===== src/rtl/pipelined_mac.sv =====
// Pipelined multiplier / multiply-accumulate with valid pipeline and clock enable.
// The operand product is formed and resized at the input, then carried through STAGES-1 slots to p.
module pipelined_mac #(
  parameter int A_WIDTH   = 18,
  parameter int B_WIDTH   = 18,
  parameter int OUT_WIDTH = 18,
  parameter int STAGES    = 1,
  parameter int SIGNED    = 0
) (
  input  logic                 clk,
  input  logic                 rst_n,
  input  logic                 ce,
  input  logic                 in_valid,
  input  logic [A_WIDTH-1:0]   a,
  input  logic [B_WIDTH-1:0]   b,
  input  logic                 acc_en,
  input  logic                 acc_clear,
  output logic                 out_valid,
  output logic [OUT_WIDTH-1:0] p
);

  localparam int EXT_W = A_WIDTH + B_WIDTH + 8;
  localparam bit C_SGN = (SIGNED != 0);

  // Both operands are widened past OUT_WIDTH, so the low OUT_WIDTH bits of the
  // wide product are already the truncated or sign/zero-extended result.
  function automatic logic [OUT_WIDTH-1:0] mul_resize(input logic [A_WIDTH-1:0] fa,
                                                      input logic [B_WIDTH-1:0] fb);
    logic signed [EXT_W-1:0] ea;
    logic signed [EXT_W-1:0] eb;
    ea = {{(EXT_W-A_WIDTH){fa[A_WIDTH-1] & C_SGN}}, fa};
    eb = {{(EXT_W-B_WIDTH){fb[B_WIDTH-1] & C_SGN}}, fb};
    return OUT_WIDTH'(ea * eb);
  endfunction

  function automatic logic [OUT_WIDTH-1:0] wrap_add(input logic [OUT_WIDTH-1:0] acc,
                                                    input logic [OUT_WIDTH-1:0] prod);
    return acc + prod;
  endfunction

  logic [OUT_WIDTH-1:0] w_prod_p0;
  logic [OUT_WIDTH-1:0] w_prod_fin;
  logic                 w_vld_fin;
  logic                 w_acc_fin;
  logic                 w_clr_fin;
  logic [OUT_WIDTH-1:0] r_p;
  logic                 r_out_valid;

  assign w_prod_p0 = mul_resize(a, b);

  generate
    if (STAGES == 1) begin : g_direct
      assign w_prod_fin = w_prod_p0;
      assign w_vld_fin  = in_valid;
      assign w_acc_fin  = acc_en;
      assign w_clr_fin  = acc_clear;
    end else begin : g_pipe
      logic [OUT_WIDTH-1:0] r_prod_p [STAGES-1];
      logic [STAGES-2:0]    r_vld_p;
      logic [STAGES-2:0]    r_acc_p;
      logic [STAGES-2:0]    r_clr_p;

      // ---- intermediate slots: product and sideband advance together on ce ----
      always_ff @(posedge clk or negedge rst_n) begin
        if (!rst_n) begin
          for (int k = 0; k < STAGES-1; k++) r_prod_p[k] <= '0;
          r_vld_p <= '0;
          r_acc_p <= '0;
          r_clr_p <= '0;
        end else if (ce) begin
          r_prod_p[0] <= w_prod_p0;
          r_vld_p[0]  <= in_valid;
          r_acc_p[0]  <= acc_en;
          r_clr_p[0]  <= acc_clear;
          for (int k = 1; k < STAGES-1; k++) begin
            r_prod_p[k] <= r_prod_p[k-1];
            r_vld_p[k]  <= r_vld_p[k-1];
            r_acc_p[k]  <= r_acc_p[k-1];
            r_clr_p[k]  <= r_clr_p[k-1];
          end
        end
      end

      assign w_prod_fin = r_prod_p[STAGES-2];
      assign w_vld_fin  = r_vld_p[STAGES-2];
      assign w_acc_fin  = r_acc_p[STAGES-2];
      assign w_clr_fin  = r_clr_p[STAGES-2];
    end
  endgenerate

  // ---- output slot: p is the last pipeline register and the accumulator ----
  always_ff @(posedge clk or negedge rst_n) begin
    if (!rst_n) begin
      r_p         <= '0;
      r_out_valid <= 1'b0;
    end else if (ce) begin
      r_out_valid <= w_vld_fin;
      if (w_vld_fin) begin
        if (w_acc_fin && !w_clr_fin) r_p <= wrap_add(r_p, w_prod_fin);
        else                         r_p <= w_prod_fin;
      end
    end
  end

  assign p         = r_p;
  assign out_valid = r_out_valid;

endmodule

===== config.mk =====
export PLATFORM = sky130hd
export DESIGN_NAME = pipelined_mac
export DESIGN_NICKNAME = d
export VERILOG_FILES = /design/src/rtl/pipelined_mac.sv
export SDC_FILE = /design/constraint.sdc
export NUM_CORES = 1
export LEC_CHECK = 0
export ABC_AREA = 1
export CAP_MARGIN = 20
export CORE_AREA = 5 5 120 133
export DETAILED_ROUTE_END_ITERATION = 6
export DIE_AREA = 0 0 125 138
export PLACE_DENSITY = 0.75
export RECOVER_POWER = 25
export SLEW_MARGIN = 40
export SYNTH_ARGS = -nofsm -noshare
export SYNTH_HDL_FRONTEND = slang
export SYNTH_SLANG_ARGS = --single-unit

===== constraint.sdc =====
create_clock -name clk -period 2.3 [get_ports clk]
set_input_delay 0.46 -clock clk [delete_from_list [all_inputs] [get_ports clk]]
set_output_delay 0.46 -clock clk [all_outputs]
set_load 0.05 [all_outputs]

==> summary.md, run 1 <==
| Metric | Value |
|---|---|
| Failing checks | setup timing |
| CTS Hold Buffers Added | 0 |
| Clock Latency Late Sink | 270 ps |
| CTS tree | done |
| Longest Clk Path Bufs | 2 |
| Area Overhead vs Synth | 46.8% |
| Layout net count | 1547 |
| Tmin final | 6170 ps |
| WHS Endpoint | out_valid |
| Sequential area share after synthesis | 0.0632 |
| Status | complete, but fails checks |
| Detail Route Antenna Nets | 0 |
| Initial DRC Count | 540 |
| Slew Viols, Final | 0 |
| CP Buf/Inv Count | 9 |
| Met2 Use GR | 0.523 |
| Largest net degree at the start of global routing | 27 |
| DRC | 0 |
| Hold Violations, Final | 0 |
| Worst path max stage delay | 540 ps |
| Root Driver | clkbuf_16 |
| Die Wd | 125 um |
| Routability cong. | 0.930 |
| Netlist Area Pre-Place | 7520 sq um |
| Ratio of cells with drive above 1 in the final layout | 0.339 |
| Vias/cell | 5.17 |
| Synth warn | 0 |
| Setup Crit Path Kind | in2reg |
| Final Setup Violations | 16 |
| Worst Skew | 4.06 ps |
| Most frequent cells in the layout | 286 x inv_1, 273 x nand2_1, 123 x buf_4 |
| First-pass GRT wire length | 37800 um |
| Worst Hold Class | reg2reg |
| Cells after DPL | 1471 |
| DRT Pass-1 Iters | 5 |
| Non-Filler Instances | 1515 |
| Max stage delay cell, worst path | fa_1 |
| Syn_nets | 1339 |
| Worst hold stages | 2 |
| Vias | 7836 |
| Total Routing Usage GR | 0.265 |
| Wirelength per Cell | 16.0 um |
| Max-cap violations | 0 |
| Synth Area per Inst | 6.74 sq um |
| Largest fanout on the critical path | 5 |
| IO Port Bufs | 60 |
| Most used routing layer | met2 |
| TritonCTS Sinks | 19 |
| DP HPWL | 17000 um |
| Core area | 14300 sq um |
| Commonest non-fill, non-tap cell in the layout | inv_1 |
| Post-Synthesis Cells | 1116 |
| Vias in the first global route | 8145 |
| Global routing usage on met1 | 0.272 |
| Most used cell along the critical path | fa_1 |
| # rows | 46 |
| RSZ-0062 raised after global routing | yes |
| Family with the most delay on the worst path | adder cells |
| Setup ws final | -3870 ps |
| Routed wire length | 24300 um |
| Worst Reg-to-Reg Cells | 13 |
| # diodes | 0 |
| Number of clock buffers inserted by TritonCTS | 3 |
| R2r endpoint | p[12] |
| Crit. path cell count | 31 |
| Worst Path Required | 2510 ps |
| Worst setup EP type | flop |
| Initial Utilization | 0.525 |
| IO Pins | 61 |
| Worst Tran Pin Value | 1210 ps |
| Fillcell total | 958 |
| Number of library cell types mapped by synthesis | 42 |
| Gr ovfl total | 0 |
| Max H-tree Level | 1 |
| Crit path DAT | 6380 ps |
| Height of the chip | 138 um |
| Fin crit share | 2.68 |
| Upper clock frequency limit | 0.162 GHz |
| Hold Path Origin | out_valid |
| Initial antenna violation count | 0 |
| Met3 Resource Use GR | 0.0243 |
| Synth Register Bits | 19 |
| Clock Pin Slew Worst Setup and Hold Paths | 60 ps |
| Die ar. | 17300 sq um |
| Reg2Reg Setup Slack | -150 ps |
| Reg-to-reg startpoint | p[0] |
| Startpoint types | input port |
| Worst rel slew slack | 0.193 |
==> sequential cells by signal, summed over array words and instances, names as in the netlist <==
name and flops:
out_valid 1, p 18
==> how the worst max path moves through the flow <==
| stage | startpoint | end | slack, ps |
|---|---|---|---|
| final | b[11] | p[17] | -3870 |
| after global routing | b[6] | p[17] | -4110 |
| after CTS | b[5] | p[17] | -3720 |
| after detailed placement | b[4] | p[17] | -4490 |
| after global placement | b[3] | p[17] | -4420 |
| after floorplan | b[8] | p[17] | -3600 |
==> worst min-delay path, delay by kind of cell, from the launching register on <==
kind,cells,cell delay [ps]
buffers and inverters,1,50
AO/OA/AOI/OAI,1,70
flip-flops,1,370
==> logic make-up after synthesis <==
family	count (synthesis)	share of synthesized area
and+or+nand+nor	412	0.231
buffers and inverters	392	0.203
adders and majority gates	181	0.411
AOI/OAI and AO/OA	93	0.0696
xor gates and xnor gates	19	0.0221
DFF	19	0.0632
==> area by class of cell <==
class                           instances  area, sq um  area share
Clock buffer                            3         75.1     0.00680
Clock inverter                          1         5.00    0.000453
Inverter                              356         1360       0.123
Multi-Input combinational cell        705         6700       0.607
Sequential cell                        19          475      0.0431
Tap cell                              192          240      0.0218
Timing Repair Buffer                  239         2180       0.198
==> cell usage after synthesis <==
library cell	number	share of area
inv_1	348	0.17
nand2_1	305	0.15
fa_1	110	0.29
ha_1	71	0.12
a21oi_1	42	0.028
nand3_1	40	0.027
nor2_1	32	0.016
o21ai_0	23	0.015
clkbuf_1	21	0.010
dfrtp_1	19	0.063
xor2_1	11	0.013
a31oi_1	10	0.0083
xnor2_1	8	0.0093
nand2_2	7	0.0058
buf_4	6	0.0060
buf_2	5	0.0033
inv_2	5	0.0025
nand4_1	5	0.0042
buf_6	4	0.0060
nand3_2	4	0.0053
o21bai_1	4	0.0040
a21o_1	3	0.0030
clkinv_1	3	0.0015
nand2_4	3	0.0045
nor3_1	3	0.0020
o21ai_1	3	0.0020
or2_2	3	0.0025
nand3b_1	2	0.0020
nor2_2	2	0.0017
o31ai_1	2	0.0020
a21boi_1	1	0.0010
a21oi_2	1	0.0012
and2_1	1	0.00083
and3_1	1	0.00083
nor4_1	1	0.00083
nor4_2	1	0.0017
nor4_4	1	0.0028
o21a_1	1	0.0010
o21ai_2	1	0.0012
o21bai_2	1	0.0015
o311ai_0	1	0.0012
or2_0	1	0.00083
==> what timing repair did <==
action                                  in CTS  in global routing
endpoints found under the setup margin      17                 16
pin swaps                                  136                 62
cloned                                       3                  0
gates resized for setup                    327                 52
buffers inserted                            28                 10
==> per-stage QoR <==
step / hold WS (ps) / TNS [ps] / utilization / area (sq um) / worst slack (ps)
after global routing: 579 / -43160 / 0.770 / 11000 / -4110
after CTS: 536 / -38440 / 0.750 / 10800 / -3720
after global placement: 520 / -51970 / 0.675 / 9670 / -4420
final: 531 / -40740 / 0.770 / 11000 / -3870
after floorplan: 164 / -37040 / - / 8090 / -3600
after detailed placement: 528 / -53110 / 0.675 / 9670 / -4490
==> metal layers <==
metal / part of all wire / vias to the layer above
li1: - / 3640
met1: 0.34 / 3735
met2: 0.55 / 328
met3: 0.044 / 133
met4: 0.067 / 0
met5: 0 / -
Power of run 1 is left out: the tool's default activity adds up to more than one toggle a clock period on the data nets, which glitch-free logic cannot reach.
==> run 2: changes to the inputs <==
Settings changed: PLACE_DENSITY 0.75 to 0.73, SKIP_CTS_REPAIR_TIMING set to 1.
==> run 2 against run 1 <==
Net effect:
- the flow still finishes with violations (setup timing)
- die area is the same
- maximum frequency is 0.68% lower
- global-route usage shrank 4.5 points
- clock skew is 1.7 ps higher
- utilization down 1.6 points
- sequential share of layout area increased by 0.093 points
- non-clock buffer count fell by 14
- sequential cell count unchanged
- highest routed layer unchanged
==> summary.md, run 2 (same netlist as run 1, synthesis figures left out) <==
| Metric | Value |
|---|---|
| Max-cap violations | 0 (unchanged) |
| Initial antenna violation count | 0 (unchanged) |
| Non-Filler Instances | 1501 (-0.92%) |
| Gr ovfl total | 0 (unchanged) |
| R2r endpoint | p[12] |
| Hold Violations, Final | 0 (unchanged) |
| First-pass GRT wire length | 32200 um (-15%) |
| Fin crit share | 2.70 (+0.0184) |
| Initial DRC Count | 430 (-20%) |
| Die ar. | 17300 sq um (unchanged) |
| TritonCTS Sinks | 19 (unchanged) |
| Max stage delay cell, worst path | fa_2 |
| Clock Pin Slew Worst Setup and Hold Paths | 60 ps (about the same) |
| Routability cong. | 0.905 (-2.7%) |
| Worst Hold Class | reg2reg |
| Worst path max stage delay | 560 ps (+20 ps) |
| Max H-tree Level | 1 (unchanged) |
| CTS tree | done |
| DRC | 0 (unchanged) |
| Startpoint types | input port |
| Largest net degree at the start of global routing | 27 (unchanged) |
| Vias in the first global route | 7282 (-11%) |
| DRT Pass-1 Iters | 5 (unchanged) |
| Setup ws final | -3910 ps (-42.3 ps) |
| Reg-to-reg startpoint | p[0] |
| Total Routing Usage GR | 0.220 (-0.0454) |
| Reg2Reg Setup Slack | -160 ps (about the same) |
| Root Driver | clkbuf_16 |
| Finished Cell Area | 10800 sq um (-2.1%) |
| Die Wd | 125 um (unchanged) |
| Most frequent cells in the layout | 296 x inv_1, 277 x nand2_1, 134 x buf_4 |
| # diodes | 0 (unchanged) |
| Initial Utilization | 0.525 (unchanged) |
| Final Setup Violations | 16 (unchanged) |
| Worst Skew | 5.78 ps (+1.72 ps) |
| Slew Viols, Final | 0 (unchanged) |
| Number of clock buffers inserted by TritonCTS | 3 (unchanged) |
| Vias/cell | 5.05 (-2.3%) |
| Routed wire length | 22300 um (-8.3%) |
| Largest register FFs | 18 (unchanged) |
| Cells after DPL | 1469 (-0.14%) |
| CP endpoint | p[17] |
| Clock Latency Late Sink | 260 ps (about the same) |
| Worst setup EP type | flop |
| IO Pins | 61 (unchanged) |
| RSZ-0062 raised after global routing | yes |
| Height of the chip | 138 um (unchanged) |
| DP HPWL | 17100 um (+0.61%) |
| Core area | 14300 sq um (unchanged) |
| Commonest non-fill, non-tap cell in the layout | inv_1 |
| Area of placed instances | 9640 sq um (-0.28%) |
| Worst Reg-to-Reg Cells | 13 (unchanged) |
| Layout net count | 1533 (-0.90%) |
| Worst Tran Pin Value | 1170 ps (-38.2 ps) |
| Upper clock frequency limit | 0.161 GHz (-0.68%) |
| Tmin final | 6210 ps (+42.3 ps) |
| Worst rel slew slack | 0.219 (+0.0255) |
| Wirelength per Cell | 14.9 um (-7.5%) |
| # rows | 46 (unchanged) |
| Vias | 7585 (-3.2%) |
| Area Overhead vs Synth | 43.7% |
| Longest Clk Path Bufs | 2 (unchanged) |
| Failing checks | setup timing |
| Worst Path Required | 2460 ps (-50 ps) |
| Detail Route Antenna Nets | 0 (unchanged) |
| Ratio of cells with drive above 1 in the final layout | 0.316 (-0.0239) |
| Largest fanout on the critical path | 7 (+2) |
| Status | complete, but fails checks |
| Setup Crit Path Kind | in2reg |
| Crit path from | a[6] |
| Crit path DAT | 6370 ps (about the same) |
| IO Port Bufs | 60 (unchanged) |
run 2: changes by cell type in the layout (fill, tap and decap cells not counted), sizes merged:
cell and change:
buf -22, dlymetal6s2s +10, clkbuf +4, dlygate4sd2 -3
clkdlybuf4s15 -2, clkinv -1
run 2: final cells by class:
cell class / count / area (sq um)
Fill cell: 1045 / 3520
Multi-Input combinational cell: 705 / 6710
Inverter: 356 / 1350
Timing Repair Buffer: 225 / 1950
Tap cell: 192 / 240
Sequential cell: 19 / 475
Clock buffer: 4 / 78.8
run 2: worst min-delay path by stage:
stage	start	end	slack [ps]	depth (start not counted)
floorplan	rst_n	out_valid	160	0
global placement	out_valid	out_valid	520	2
detailed placement	out_valid	out_valid	530	2
CTS	rst_n	p[11]	550	2
global route	out_valid	out_valid	570	2
finish	out_valid	out_valid	540	2
run 2: critical path: cells and delay by family:
kind / cells / cell delay [ps]
fa+ha+maj: 8 / 3650
buf+inv: 9 / 600
simple gates: 12 / 1340
compound gates: 2 / 290
run 2: through the flow:
stage / util / setup slack (ps) / TNS [ps] / hold WS [ps]
5_1_grt: 0.754 / -4150 / -44010 / 566
6_report: 0.754 / -3910 / -41490 / 540
4_1_cts: 0.678 / -4210 / -48940 / 551
2_1_floorplan: - / -3600 / -37040 / 164
3_5_place_dp: 0.673 / -4480 / -53370 / 525
3_3_place_gp: 0.673 / -4400 / -52070 / 519
run 2: metal layers:
layer | up-vias | part of all wire | global-route usage | wire [um]
met5 | - | 0 | 0 | 0
met4 | 0 | 0.039 | 0.0616 | 875
met3 | 74 | 0.037 | 0.0108 | 822
met2 | 245 | 0.56 | 0.450 | 12500
met1 | 3658 | 0.36 | 0.241 | 8080
li1 | 3608 | - | - | -
Power of run 2 is left out for the same reason.
